## config.mk

```make
export PLATFORM = sky130hd
export DESIGN_NAME = interleaver_pp
export DESIGN_NICKNAME = d
export VERILOG_FILES = /design/src/rtl/interleaver_pp.sv
export SDC_FILE = /design/constraint.sdc
export NUM_CORES = 1
export LEC_CHECK = 0
export CAP_MARGIN = 25
export CORE_ASPECT_RATIO = 2
export CORE_MARGIN = 2
export CORE_UTILIZATION = 25
export CTS_CLUSTER_SIZE = 8
export DETAILED_ROUTE_END_ITERATION = 6
export DONT_BUFFER_PORTS = 1
export GPL_ROUTABILITY_DRIVEN = 0
export PLACE_DENSITY = 0.45
export RECOVER_POWER = 25
export SLEW_MARGIN = 20
export SYNTH_ARGS = -nofsm -noshare
export SYNTH_HDL_FRONTEND = slang
export SYNTH_SLANG_ARGS = --single-unit
```

## constraint.sdc

```tcl
create_clock -name Clock -period 6.65 [get_ports Clock]
set_clock_uncertainty 0.2 [all_clocks]
set_input_delay 0.665 -clock Clock [delete_from_list [all_inputs] [get_ports Clock]]
set_output_delay 0.665 -clock Clock [all_outputs]
set_load 0.05 [all_outputs]
```

## src/rtl/interleaver_pp.sv

```systemverilog
// 802.11a bit interleaver (BPSK/QPSK/16-QAM/64-QAM) with a ping-pong bit buffer.
// Define INTLV_SECOND_PERM_EN to enable the second (bit-significance) permutation.
module interleaver_pp #(
  parameter int N_COLS     = 16,
  parameter int N_CBPS_MAX = 288
) (
  input  logic       Clock,
  input  logic       Reset,
  input  logic       in_valid,
  output logic       in_ready,
  input  logic       in_bit,
  input  logic [1:0] in_mode,
  output logic       out_valid,
  input  logic       out_ready,
  output logic       out_bit,
  output logic       out_sof,
  output logic       out_eof,
  output logic [1:0] out_mode
);

  localparam int AW = $clog2(N_CBPS_MAX);
  localparam int CW = $clog2(N_COLS);

  // Handshake: a bit moves on a side exactly when valid & ready are both high at a
  // rising edge; a source never withdraws valid, and out_* stay frozen while stalled.

  typedef enum logic [1:0] {EMPTY, FILLING, FULL, DRAINING} bank_state_t;

  function automatic logic [AW-1:0] cbps_of(input logic [1:0] mode);
    case (mode)
      2'd0:    cbps_of = AW'(48);
      2'd1:    cbps_of = AW'(96);
      2'd2:    cbps_of = AW'(192);
      default: cbps_of = AW'(288);
    endcase
  endfunction

  function automatic logic [AW-1:0] rows_of(input logic [1:0] mode);
    case (mode)
      2'd0:    rows_of = AW'(48 / N_COLS);
      2'd1:    rows_of = AW'(96 / N_COLS);
      2'd2:    rows_of = AW'(192 / N_COLS);
      default: rows_of = AW'(288 / N_COLS);
    endcase
  endfunction

  bank_state_t           bank_state [2];
  logic [1:0]            bank_mode  [2];
  logic [N_CBPS_MAX-1:0] mem        [2];

  logic          wr_sel;
  logic          rd_sel;
  logic [AW-1:0] wr_k;
  logic [AW-1:0] row;
  logic [CW-1:0] col;
  logic [AW-1:0] i_idx;
  logic [AW-1:0] wr_addr;
  logic [AW-1:0] rd_j;
  logic [AW-1:0] rd_j_nxt;
  logic [1:0]    eff_mode;

  logic in_fire;
  logic out_fire;
  logic wr_last;
  logic wr_done;
  logic rd_last;
  logic rd_free;
  logic swap;

  assign rd_sel   = ~wr_sel;
  assign in_fire  = in_valid & in_ready;
  assign out_fire = out_valid & out_ready;
  assign rd_j_nxt = rd_j + AW'(1);

  // The mode is taken live on k=0 and from the bank's latched copy afterwards.
  assign eff_mode = (wr_k == '0) ? in_mode : bank_mode[wr_sel];

  assign wr_last = in_fire & (wr_k == cbps_of(eff_mode) - AW'(1));
  assign wr_done = (bank_state[wr_sel] == FULL) | wr_last;
  assign rd_last = out_fire & (rd_j == cbps_of(out_mode) - AW'(1));
  assign rd_free = (bank_state[rd_sel] == EMPTY) | rd_last;
  assign swap    = wr_done & rd_free;

  // i = N_ROWS*col + row, stepped incrementally as k advances.
  always_ff @(posedge Clock or posedge Reset) begin
    if (Reset) begin
      wr_k  <= '0;
      col   <= '0;
      row   <= '0;
      i_idx <= '0;
    end else if (in_fire) begin
      if (wr_last) begin
        wr_k  <= '0;
        col   <= '0;
        row   <= '0;
        i_idx <= '0;
      end else begin
        wr_k <= wr_k + AW'(1);
        if (col == CW'(N_COLS - 1)) begin
          col   <= '0;
          row   <= row + AW'(1);
          i_idx <= row + AW'(1);
        end else begin
          col   <= col + CW'(1);
          i_idx <= i_idx + rows_of(eff_mode);
        end
      end
    end
  end

`ifdef INTLV_SECOND_PERM_EN
  // N_ROWS is a multiple of s in every mode, so i mod s == row mod s, and
  // floor(16*i/N_CBPS) == col; both residues are kept as small wrap counters.
  logic [1:0] row_m;
  logic [1:0] col_m;
  logic [1:0] s_val;
  logic [1:0] d_val;

  always_comb begin
    case (eff_mode)
      2'd2:    s_val = 2'd2;
      2'd3:    s_val = 2'd3;
      default: s_val = 2'd1;
    endcase
    d_val   = (row_m >= col_m) ? (row_m - col_m) : (row_m + s_val - col_m);
    wr_addr = i_idx - AW'(row_m) + AW'(d_val);
  end

  always_ff @(posedge Clock or posedge Reset) begin
    if (Reset) begin
      row_m <= '0;
      col_m <= '0;
    end else if (in_fire) begin
      if (wr_last) begin
        row_m <= '0;
        col_m <= '0;
      end else if (col == CW'(N_COLS - 1)) begin
        col_m <= '0;
        row_m <= (row_m + 2'd1 == s_val) ? 2'd0 : row_m + 2'd1;
      end else begin
        col_m <= (col_m + 2'd1 == s_val) ? 2'd0 : col_m + 2'd1;
      end
    end
  end
`else
  assign wr_addr = i_idx;
`endif

  always_ff @(posedge Clock) begin
    if (in_fire) begin
      mem[wr_sel][wr_addr] <= in_bit;
    end
  end

  // Bank role control and the registered read port.
  always_ff @(posedge Clock or posedge Reset) begin
    if (Reset) begin
      bank_state[0] <= EMPTY;
      bank_state[1] <= EMPTY;
      bank_mode[0]  <= 2'd0;
      bank_mode[1]  <= 2'd0;
      wr_sel        <= 1'b0;
      in_ready      <= 1'b0;
      rd_j          <= '0;
      out_valid     <= 1'b0;
      out_bit       <= 1'b0;
      out_sof       <= 1'b0;
      out_eof       <= 1'b0;
      out_mode      <= 2'd0;
    end else begin
      in_ready <= ~(wr_done & ~swap);

      if (in_fire && wr_k == '0) begin
        bank_state[wr_sel] <= FILLING;
        bank_mode[wr_sel]  <= in_mode;
      end

      if (swap) begin
        bank_state[wr_sel] <= DRAINING;
        bank_state[rd_sel] <= EMPTY;
        wr_sel             <= ~wr_sel;
      end else begin
        if (wr_last) begin
          bank_state[wr_sel] <= FULL;
        end
        if (rd_last) begin
          bank_state[rd_sel] <= EMPTY;
        end
      end

      // Address 0 always holds k=0, written long before the swap edge.
      if (swap) begin
        out_valid <= 1'b1;
        rd_j      <= '0;
        out_bit   <= mem[wr_sel][0];
        out_sof   <= 1'b1;
        out_eof   <= 1'b0;
        out_mode  <= bank_mode[wr_sel];
      end else if (out_fire && !rd_last) begin
        rd_j    <= rd_j_nxt;
        out_bit <= mem[rd_sel][rd_j_nxt];
        out_sof <= 1'b0;
        out_eof <= (rd_j_nxt == cbps_of(out_mode) - AW'(1));
      end else if (rd_last) begin
        out_valid <= 1'b0;
        rd_j      <= '0;
        out_bit   <= 1'b0;
        out_sof   <= 1'b0;
        out_eof   <= 1'b0;
      end
    end
  end

endmodule

```

# After elaboration in Yosys (flattened, before gate mapping)
# Memories as Yosys holds them, arrays and structs flattened.
# Index checks and enable logic that the tools add are counted.
# W data, S select, Z words.
op_classes:
  n_addsub: 8
  order_cmp: 7
  n_eq_ne: 10
  mux: 53
  bitwise_logic: 23
  n_reduce_logical: 15
op_table:
  columns: ["cell", "count"]
  rows:
  - ["$mux W288", 1]
  - ["$mux W9", 13]
  - ["$pmux W9 S3", 2]
  - ["$mux W4", 7]
  - ["$add A9 B1 Y9 const B", 3]
  - ["$eq A9 B9 Y1", 3]
  - ["$sub A9 B1 Y9 const B", 3]
  - ["$mux W2", 12]
  - ["$lt A9 B10 Y1 const B", 2]
  - ["$pmux W5 S3", 1]
  - ["$mux W1", 12]
  - ["$add A9 B9 Y9", 1]
  - ["$bmux W1 S9", 1]
  - ["$demux W1 S9", 1]
  - ["$ge A9 B1 Y1 const B", 1]
  - ["$logic_not A9 Y1", 1]
  - ["$and A4 B4 Y4", 2]
  - ["$and A1 B1 Y1", 6]
  - ["$eq A2 B2 Y1 const B", 3]
  - ["$logic_not A2 Y1", 3]
  - ["$logic_and A1 B1 Y1", 5]
  - ["$add A4 B1 Y4 const B", 1]
  - ["$and A2 B2 Y2", 2]
  - ["$bwmux W4", 1]
  - ["other kinds (17)", 29]
word_totals:
  reg_bits: 56
  mem_bits_rw: 576
  wordCells: 133
  n_memories: 1
mem_list:
  columns: ["memory", "depth", "word_bits", "rd", "rd_ports_with_merged_regs", "write_ports", "line", "text"]
  rows:
  - ["mem", 2, 288, 2, 0, 1, "49", "logic [N_CBPS_MAX-1:0] mem [2];"]

# Longest topological paths before layout
# Gate-level depths: netlist of the first run.
logic_depth:
  ltp_word: 17
  depth_mapped: 21

# Worst setup path before layout of the first run
# Ideal clock, no wire load.
synth_timing:
  path_kind: "flip-flop to flip-flop"
  start: "register wr_sel"
  end: "register i_idx[8]"
  setup_time_ps: 131
  t_arrival_ps: 3709
  path_slack_ps: 2609
  path_stages_with_launch: 22
  n_path_buf: 6
  period_less_slack_ps: 4041
  cell_sequence: "dfrtp_1 -> buf_6 -> buf_6 -> buf_4 -> buf_6 -> buf_4 -> buf_2 -> mux2_2 -> mux2_2 -> inv_1 -> ha_1 -> ha_1 -> inv_1 -> fa_1 -> nor2b_1 -> o21ai_0 -> nand2b_1 -> a21oi_1 -> nor2b_1 -> a31oi_1 -> o21ai_0 -> o21ai_0"
synth_via:
  elab_chain_cells: 13
  elab_cells_between_ends: 19
  classes_between: "2 x add/sub; 3 x eq/ne; 11 x mux; 2 x bitwise; 1 x reduce/logical"
synth_lines:
  columns: ["element", "line", "text"]
  rows:
  - ["start, declared", "51", "logic wr_sel;"]
  - ["start signal, assigned", "181", "wr_sel <= ~wr_sel;"]
  - ["$not A1 Y2 (not written as such) (*)", "76", "assign eff_mode = (wr_k == '0) ? in_mode : bank_mode[wr_sel];"]
  - ["$mux W2 (not written as such) (*) (3 in a row)", "76", null]
  - ["$mux W2 (*)", "76", null]
  - ["$eq A2 B2 Y1, or another cell as far along", "30, 39", null]
  - ["$pmux W5 S3", "39", "case (mode)"]
  - ["$mux W9", "99", "if (col == CW'(N_COLS - 1)) begin"]
  - ["$mux W9", "92", "if (wr_last) begin"]
  - ["$mux W9", "91", "end else if (in_fire) begin"]
  - ["$add A9 B9 Y9", "105", "i_idx <= i_idx + rows_of(eff_mode);"]
  - ["$mux W9", "99", null]
  - ["$mux W9 (*)", "92", null]
  - ["end signal, assigned", "102", "i_idx <= row + AW'(1);"]
  - ["end signal, assigned", "105", null]
  - ["end, declared", "56", "logic [AW-1:0] i_idx;"]
# Mark *: on every way between the ends. The rest lies on a longest branch, timed or not. The select of a mux whose other input is x is not followed.
# A chain may end at the register's enable or synchronous reset.

# Worst setup path after layout of the first run
layout_timing:
  start: "register wr_k[0]"
  end: "register out_bit"
layout_via:
  elab_chain_cells: 10
  elab_cells_between_ends: 13
  classes_between: "1 x add/sub; 3 x eq/ne; 3 x mux; 3 x bitwise; 3 x reduce/logical"
layout_lines:
  columns: ["element", "line", "text"]
  rows:
  - ["start, declared", "53", "logic [AW-1:0] wr_k;"]
  - ["start signal, assigned", "98", "wr_k <= wr_k + AW'(1);"]
  - ["$logic_not A9 Y1", "76", null]
  - ["$mux W2", "76", null]
  - ["$eq A2 B2 Y1, or another cell as far along", "30", "case (mode)"]
  - ["$pmux W9 S3", "30", null]
  - ["$sub A9 B1 Y9", "78", "assign wr_last = in_fire & (wr_k == cbps_of(eff_mode) - AW'(1));"]
  - ["$eq A9 B9 Y1 (*)", "78", null]
  - ["$and A1 B1 Y1 (*)", "78", null]
  - ["$or A1 B1 Y1 (*)", "79", "assign wr_done = (bank_state[wr_sel] == FULL) | wr_last;"]
  - ["$and A1 B1 Y1 (*)", "82", "assign swap = wr_done & rd_free;"]
  - ["$reduce_bool A3 Y1 (no line) / $mux W1 (equally long branches)", null, null]
  - ["end signal, assigned", "195", "out_bit <= mem[wr_sel][0];"]
  - ["end signal, assigned", "201", "out_bit <= mem[rd_sel][rd_j_nxt];"]
  - ["end, declared", "15", "output logic out_bit,"]
# Mark *: on every way between the ends. The rest lies on a longest branch, timed or not.

==> results of run 1 <==
==> power breakdown <==
part	internal, mW	switching (mW)
clock	2.42	1.68
combinational	1.79	2.84
sequential	4.48	0.332
total	8.69	4.85
==> layer usage <==
layer / vias to the layer above / GRT usage (%) / share of wire [%]
met1: 9124 / 14.6 / 35
met3: 158 / 2.11 / 3.7
li1: 7651 / - / -
met5: - / 0 / 0
met2: 438 / 28.5 / 57
met4: 0 / 6.66 / 4.3
==> flip-flops by register name, indices dropped and copies added (netlist names) <==
register and count:
bank_mode 4, bank_state 4, col 4, i_idx 9, in_ready 1, mem 576, out_bit 1, out_eof 1
out_mode 2, out_sof 1, out_valid 1, rd_j 9, row 9, wr_k 9, wr_sel 1
==> worst reg2reg max path, cell delays in order, from the launching register on <==
cell and delay, ps:
dfrtp_1 420, inv_1 70, ha_1 140, nor4b_1 510, nand2_1 220, o21ai_0 440, inv_1 160, ha_1 240
xor2_1 160, nand4b_1 230, a311oi_4 650, o22a_2 470, a211o_1 360, nor2_1 120, a31oi_1 150, o41ai_1 100
==> Yosys cell counts (3+ instances only) <==
| master | instances |
|---|---|
| nor2_1 | 621 |
| edfxtp_1 | 576 |
| nand2_1 | 160 |
| mux4_2 | 152 |
| clkbuf_1 | 115 |
| dfrtp_1 | 56 |
| o21ai_0 | 37 |
| a21oi_1 | 30 |
| nand3_1 | 26 |
| buf_2 | 24 |
| xnor2_1 | 21 |
| and3_1 | 19 |
| mux2i_1 | 19 |
| a31oi_1 | 17 |
| buf_4 | 17 |
| ha_1 | 17 |
| nand4_1 | 14 |
| xor2_1 | 14 |
| nor3_1 | 13 |
| inv_1 | 11 |
| nor2b_1 | 10 |
| o21ai_1 | 10 |
| o31ai_1 | 9 |
| mux2_2 | 8 |
| a22oi_1 | 7 |
| nand2b_1 | 7 |
| nor3b_1 | 6 |
| o211ai_1 | 6 |
| buf_6 | 5 |
| nor4_1 | 5 |
| a32oi_1 | 4 |
| and3b_1 | 4 |
| a211oi_1 | 3 |
| a21o_1 | 3 |
| a22o_1 | 3 |
| a311oi_1 | 3 |
| buf_1 | 3 |
| buf_8 | 3 |
| nand4b_1 | 3 |
| o41ai_1 | 3 |
==> layout by cell type (no fill, tap or decap), types with 8 or more instances in the layout <==
| cell | synthesis | layout |
|---|---|---|
| clkbuf_16 | 0 | 90 |
| nor2_1 | 621 | 621 |
| nand3_1 | 26 | 26 |
| inv_1 | 11 | 10 |
| buf_4 | 17 | 65 |
| a31oi_1 | 17 | 17 |
| o21ai_1 | 10 | 10 |
| o31ai_1 | 9 | 9 |
| nand2_1 | 160 | 156 |
| nor3_1 | 13 | 13 |
| clkbuf_1 | 115 | 20 |
| mux2i_1 | 19 | 19 |
| xor2_1 | 14 | 13 |
| edfxtp_1 | 576 | 576 |
| ha_1 | 17 | 17 |
| dfrtp_1 | 56 | 54 |
| o21ai_0 | 37 | 37 |
| and3_1 | 19 | 19 |
| mux2_2 | 8 | 8 |
| nor2b_1 | 10 | 10 |
| xnor2_1 | 21 | 20 |
| a21oi_1 | 30 | 30 |
| mux4_2 | 152 | 152 |
| nand4_1 | 14 | 14 |
==> stage by stage <==
stage | hold WS (ps) | total power [mW] | cell area, µm²
after floorplan | 260 | 7.94 | 28600
after global placement | 278 | 9.51 | 30200
after CTS | 2.31 | 13.7 | 32800
after detailed placement | 296 | 9.55 | 30300
final | 59.3 | 13.5 | 32800
after global routing | 22.0 | 14.1 | 32800
==> cell type report <==
class	count	area, µm²
fill	11700	80600
clock buffer	110	2330
antenna	1	2.50
clock inverter	4	85.1
multi-input combinational	1293	9050
inverter	13	48.8
timing repair buffer	80	741
tap	1504	1880
sequential	632	18700
==> kinds of logic (layout without fill, tap and decap cells) <==
family                   Yosys count  after routing  share of synthesized area, %
XOR/XNOR                          38             38                          1.24
AO/OA/AOI/OAI                    155            155                          3.51
multiplexers                     179            179                          13.0
adder cells (fa/ha/maj)           18             18                         0.815
buffers and inverters            181            207                          3.01
other                              0              1                             0
AND/OR/NAND/NOR                  903            903                          13.0
flip-flops                       632            632                          65.5
==> worst max-delay path by stage <==
stage	end	start	cells after the start
floorplan	i_idx[8]$_DFFE_PP0P_	wr_sel$_DFFE_PP0N_	21
global placement	out_bit$_DFFE_PP0P_	wr_k[0]$_DFFE_PP0P_	15
detailed placement	out_bit$_DFFE_PP0P_	wr_k[0]$_DFFE_PP0P_	15
CTS	out_bit$_DFFE_PP0P_	wr_k[0]$_DFFE_PP0P_	15
global route	out_bit$_DFFE_PP0P_	wr_k[0]$_DFFE_PP0P_	15
finish	out_bit$_DFFE_PP0P_	wr_k[0]$_DFFE_PP0P_	15
==> run metrics, run 1 <==
fin crit share=71.7%; Crit-path slowest cell=a311oi_4; PostCTS Resize Cnt=0; cell chain of the critical path=inv_1 -> ha_1 -> nor4b_1 -> nand2_1 -> o21ai_0 -> inv_1 -> ha_1 -> xor2_1 -> nand4b_1 -> a311oi_4 -> o22a_2 -> a211o_1 -> nor2_1 -> a31oi_1 -> o41ai_1; Critical Path RT=~7000 ps; fmax=210 MHz; number of max-cap violations=0; # setup viols final=0; # DRC=0; clock root buffer master=clkbuf_16; htree depth=3; Hold Path Depth=3; vias in the first global route=18,300; routed length per placed instance=23.1 µm; total CTS buffers=88; Syn Area/Cell=between 10 and 15 µm²; Die Ht=482 µm; initial antenna violation count=2; Min-Delay Endpoint=rd_j[2]$_DFFE_PP0P_; critical path class=register to register; HPWL after DPL=52,400 µm; Layout Utilization=29.0%; Crit. End Element=register; CTS clk-pin slew, worst paths=60 ps; Yosys top cell by area=edfxtp_1; core area=113,000 µm²; library cells used by synthesis=72; ANT nets after route=0; startpoint types=register; setup TNS=0 ps; largest net degree at the start of global routing=316; Leakage Power=10.1 nW; Synth warnings=0; clk buf depth=3; postcts setup bufs=0; Final Non-Filler Cells=3,637; clock latency on the worst-skew pair=roughly 650 ps; routed vias/inst=roughly 4.8; peak supply drop=239 µV; worst reg2reg path depth=15; routed wire length=83,900 µm; starting density of the core=25.2%; Data arrival, critical path=~5000 ps; Synth area leaders=edfxtp_1, mux4_2, nor2_1; Placed Cells=3,516; pre-CTS setup slack=~1700 ps; Net count, final=2,133; Power Dens Cells=412 nW/µm²; Post-Syn Instances=2,106; initial drt markers=1,237; delay-heaviest family, CP=compound AO/OA/AOI/OAI gates; Max FO, Critical Path=17; final-report max-slew violation count=0; Synth Net Count=2,131; Initial DRT Pass Iterations=7; Crit Reg-Reg Startpoint=wr_k[0]$_DFFE_PP0P_; IO Port Bufs=0; Syn Std Cell Area=28,600 µm²; Top Ports=14; RSZ-0062 raised after global routing=no; Tmin final=4770 ps; Worst Tran Pin Value=1050 ps; FFs w/ async S/R, synth=8.86%; worst path bufs/invs=2; worst min path class=input pin to register; Die ar.=117,000 µm²; EDFF count, synth=576; area grow syn2layout=15.0%; CTS tree=yes; layout cells sized above 1=16.4%; Tot GR Track Use=14.4%; final worst slack=1880 ps; Die Wd=243 µm; Max transition margin=30.1%; Core Rows=175; status=complete, no violations; count of state elements after synthesis=about 630; Top FF cell, synth=edfxtp_1; Hold Vio Cnt, Final=0; first-pass GRT wire length=124,000 µm; share of the synthesized area in the top cell type=60.6%; gr ovfl total=0; Clock Sinks=632; CP peak stage delay=650 ps; reg2reg end=out_bit$_DFFE_PP0P_; Worst R2R Setup Slack=1880 ps; hold_buf cts=6; vias=approximately 17,000; min-delay src=out_ready; post-synthesis sequential area ratio=65.5%
Note: power is estimated with default switching activity, not from simulation.
==> run 2: changes to the inputs <==
clock period = 4.4 ns   (was 6.65 ns; I/O delays follow)
==> run metrics, run 2 (synthesis results as in run 1) <==
status=finished with violations; violated checks=DRC, hold timing; Min Hold Slack=-101 ps (-161 ps); Switching Share=36.0% (+0.19 points); Worst R2R Setup Slack=300 ps (-1580 ps); Hold Vio Cnt, Final=13 (+13); # DRC=19 (+19); sw power=7.56 mW (+56%); Die Ht=482 µm (unchanged); initial antenna violation count=1 (-1); vias in the first global route=18,800 (+2.3%); Crit. End Element=register; clock root buffer master=clkbuf_16; Data arrival, critical path=4400 ps (-670 ps); Biggest register=mem; PostCTS Resize Cnt=0 (unchanged); Filler cells=11,600 (-0.59%); CP peak stage delay=500 ps (-150 ps); final-report max-slew violation count=0 (unchanged); CTS clk-pin slew, worst paths=60 ps (about the same); Tmin final=4100 ps (-668 ps); critical path class=register to register; routed wire length=85,200 µm (+1.6%); Tot GR Track Use=14.6% (+0.20 points); layout cells sized above 1=18.0% (+1.6 points); worst min path class=input pin to register; CTS tree=yes; startpoint types=register; IO Port Bufs=0 (unchanged); RSZ-0062 raised after global routing=no; vias=17,600 (+1.1%); starting density of the core=25.2% (unchanged); first-pass GRT wire length=125,000 µm (+1.3%); worst reg2reg path depth=12 (-3); Core Rows=175 (unchanged); commonest non-fill, non-tap cells in the layout=nor2_1, edfxtp_1, nand2_1, mux4_2, buf_4; ANT nets after route=0 (unchanged); Die Wd=243 µm (unchanged); cell chain of the critical path=ha_1 -> and3_1 -> buf_4 -> xnor2_1 -> nor2_1 -> buf_4 -> a22oi_1 -> a21oi_1 -> or4_1 -> a211oi_1 -> buf_4 -> o41ai_1; Power Dens Cells=632 nW/µm² (+53%); delay-heaviest family, CP=simple AND/OR/NAND/NOR gates; Clock Sinks=632 (unchanged); Largest register FFs=576 (unchanged); gr ovfl total=0 (unchanged); most common cell after layout, fill and taps aside=nor2_1; Crit Reg-Reg Startpoint=rd_j[0]$_DFFE_PP0P_; setup TNS=0 ps (unchanged); Net count, final=2,176 (+2.0%); number of max-cap violations=0 (unchanged); Top Ports=14 (unchanged); Power Internal=13.4 mW (+55%); Leakage Power=10.3 nW (+2.1%); fin crit share=93.3% (+22 points); area grow syn2layout=16.3%; clk buf depth=3 (unchanged); largest net degree at the start of global routing=577 (+83%); Worst Tran Pin Value=1390 ps (+345 ps); Initial DRT Pass Iterations=7 (unchanged); clock latency on the worst-skew pair=670 ps (+20 ps); fmax=244 MHz (+16%); Max FO, Critical Path=7 (-10); reg2reg end=out_bit$_DFFE_PP0P_; Max transition margin=7.24% (-23 points); postcts setup bufs=0 (unchanged); routed length per placed instance=23.1 µm (+0.33%); worst path bufs/invs=3 (+1); Layout Utilization=29.3% (+0.32 points); CP dominant cell by count=buf_4; final worst slack=297 ps (-1580 ps); min-delay src=in_bit; combinational share of power=36.2% (+2.0 points); Critical Path RT=4690 ps (-2260 ps); Die ar.=117,000 µm² (unchanged); Total Power=21.0 mW (+55%); peak supply drop=396 µV (+66%); Crit-path slowest cell=or4_1; core area=113,000 µm² (unchanged); total CTS buffers=89 (+1.1%); initial drt markers=1,548 (+25%); HPWL after DPL=54,800 µm (+4.7%); Min-Delay Endpoint=mem[0][147]$_DFFE_PP_; pre-CTS setup slack=333 ps (-1330 ps); sequential share of power=34.1% (-1.4 points); clock network power share=29.7% (-0.6 points); # setup viols final=0 (unchanged); htree depth=3 (unchanged); routed vias/inst=4.77 (-0.18%); Hold Path Depth=0 (-3)
run 2: changes by cell type in the layout (fill, tap and decap cells not counted), sizes merged:
cell,delta
clkinv,+2
clkbuf,-1
inv,+2
buf,+42
run 2: repair_timing:
item	in CTS	in global routing
setup endpoints to repair	0	0
hold endpoints to repair	654	170
hold buffers	5	1
run 2: metal layers:
metal	GRT usage, %	routed length [µm]	vias to the layer above
met5	0	0	-
met4	6.38	3310	0
met3	1.98	2800	147
met2	29.5	49600	400
met1	14.5	29500	9269
li1	-	-	7739
run 2: how the worst max path moves through the flow:
stage	slack, ps	to	depth (start not counted)	from
2_1_floorplan	360	i_idx[8]$_DFFE_PP0P_	21	wr_sel$_DFFE_PP0N_
3_3_place_gp	320	out_bit$_DFFE_PP0P_	12	rd_j[0]$_DFFE_PP0P_
3_5_place_dp	330	out_bit$_DFFE_PP0P_	12	rd_j[0]$_DFFE_PP0P_
4_1_cts	280	out_bit$_DFFE_PP0P_	12	rd_j[0]$_DFFE_PP0P_
5_1_grt	90	out_bit$_DFFE_PP0P_	15	wr_k[1]$_DFFE_PP0P_
6_report	300	out_bit$_DFFE_PP0P_	12	rd_j[0]$_DFFE_PP0P_
run 2: through the flow:
stage	instances	hold WS (ps)	instance area, µm²
after detailed placement	3555	311	30700
final	3682	-101	33200
after global placement	3553	306	30600
after CTS	3677	-368	33100
after floorplan	2106	260	28600
after global routing	3682	-181	33200
run 2: power groups by stage:
| stage | clock (mW) | sequential (mW) | combinational [mW] |
|---|---|---|---|
| after floorplan | 0 | 7.06 | 4.93 |
| after global placement | 0 | 7.27 | 7.66 |
| after detailed placement | 0 | 7.28 | 7.69 |
| after CTS | 6.40 | 7.16 | 7.72 |
| after global routing | 6.59 | 7.18 | 8.12 |
| final | 6.23 | 7.17 | 7.60 |
run 2: cell type report:
class                   instances  area (µm²)  area share, %
diodes                          1        2.50        0.00754
well taps                    1504        1880           5.67
inverters                      13        48.8          0.147
clock inverters                 8         128          0.384
flip-flops and latches        632       18700           56.3
repair buffers                122        1100           3.32
clock buffers                 109        2300           6.93
multi-input cells            1293        9030           27.2
==> RTL change: new RTL, config.mk and constraints of run 2 <==
The option `INTLV_SECOND_PERM_EN` is turned on by a define.
--- a/src/rtl/interleaver_pp.sv
+++ b/src/rtl/interleaver_pp.sv
@@ -1,5 +1,7 @@
 // 802.11a bit interleaver (BPSK/QPSK/16-QAM/64-QAM) with a ping-pong bit buffer.
 // Define INTLV_SECOND_PERM_EN to enable the second (bit-significance) permutation.
+`define INTLV_SECOND_PERM_EN
+
 module interleaver_pp #(
   parameter int N_COLS     = 16,
   parameter int N_CBPS_MAX = 288
Behaviour: no difference found for any inputs over 4 cycles, from zero or initial values and one cycle with Reset high; that may be too few to reach the edited logic, so the function may still have changed.
==> RTL change against run 2 <==
- the run ends with negative hold slack, negative setup slack left
- sequential cell count grew 4
- critical endpoint is now mem[1][286]
- synthesized area grew 4.3%
- cell area grew 19%
- worst setup slack lost 1700 ps
- wire length grew 15%
- non-clock buffer count grew 199
Power is left out: the tool's default activity adds up to more than one toggle a clock period on the data nets, which glitch-free logic cannot reach.
==> RTL change: results (changes against run 2) <==
Final layout
  – Final sequential cell count: 636 (+0.63%)
  – Buffering overhead: 9.60% (+6.3 points)
  – Comb_multi_in: 1516 (+17%)
  – Post-layout util: 33.3% (+4.1 points)
  – CLK BUF: 103 (-5.5%)
  – Buffers, non-clock: 321 (+160%)
  – ANT cells: 2 (+1)
  – Final Cell Area: 39500 µm² (+19%)

Timing
  – Setup Viol. Count Final: 576 (+576)
  – Worst slew pin tran: 1340 ps (-53.8 ps)
  – Worst hold margin: -187 ps (-85.5 ps)
  – Worst setup margin: -1350 ps (-1650 ps)
  – Final hold vios: 93 (+80)

Logic synthesis
  – Post-Synth XOR/XNOR Area: 1.50% (+0.26 points)
  – Post-synthesis net count: 2403 (+13%)
  – Synth Area in Compound Gates: 4.10% (+0.59 points)
  – Asr flop ratio synth: 9.43% (+0.57 points)

Setup path
  – Critical path peak fanout: 35 (+28)
  – Critical R2R Launch: wr_k[1]
  – Worst path top cell family by delay: adder cells

Placement
  – Placed insts: 3990 (+12%)
  – Worst slack, placed: -1650 ps (-1980 ps)

Routing
  – Wl on met1: 41.8 mm (+42%)
  – Starting DRT DRC Count: 1673 (+8.1%)
  – Met2 Wirelength: 47.8 mm (-3.6%)

Run status
  – Status: complete, but fails checks
  – Failing checks: negative hold slack, negative setup slack

Global route
  – Total Routing Usage GR: 15.4% (+0.79 points)

CTS
  – Number of hold buffers added after cts: 4 (-1)
RTL change: cell types whose count changed in the layout (fill, tap and decap cells not counted), moves of 20 or more:
cell / before / now
nand3_1: 26 / 103
buf_4: 102 / 200
nor2_4: 0 / 95
nand2_1: 159 / 188
buf_12: 10 / 58
buf_6: 0 / 28
nor3_2: 1 / 95
inv_1: 10 / 31
nor3_4: 0 / 20
nor2_2: 0 / 214
nor2_1: 621 / 205
mux4_2: 152 / 117
nor3_1: 13 / 38
RTL change: timing repair:
action,4_1_cts,5_1_grt
setup endpoints to repair,576,577
pin swaps,17,59
setup buffers,19,15
resized for setup,86,300
hold endpoints to repair,602,310
cloned,11,16
RTL change: path summary, 6_finish.rpt:
| path | to | slack (ps) | cells past startpoint |
|---|---|---|---|
| max | mem[1][286] | -1350 | 27 |
| min reg2reg | row[8] | 290 | 1 |
| max in group asynchronous | row[6] | 2990 | 3 |
| min | mem[1][246] | -190 | 0 |
| min in group asynchronous | wr_sel | 50 | 2 |
| max reg2reg | mem[1][286] | -1350 | 27 |
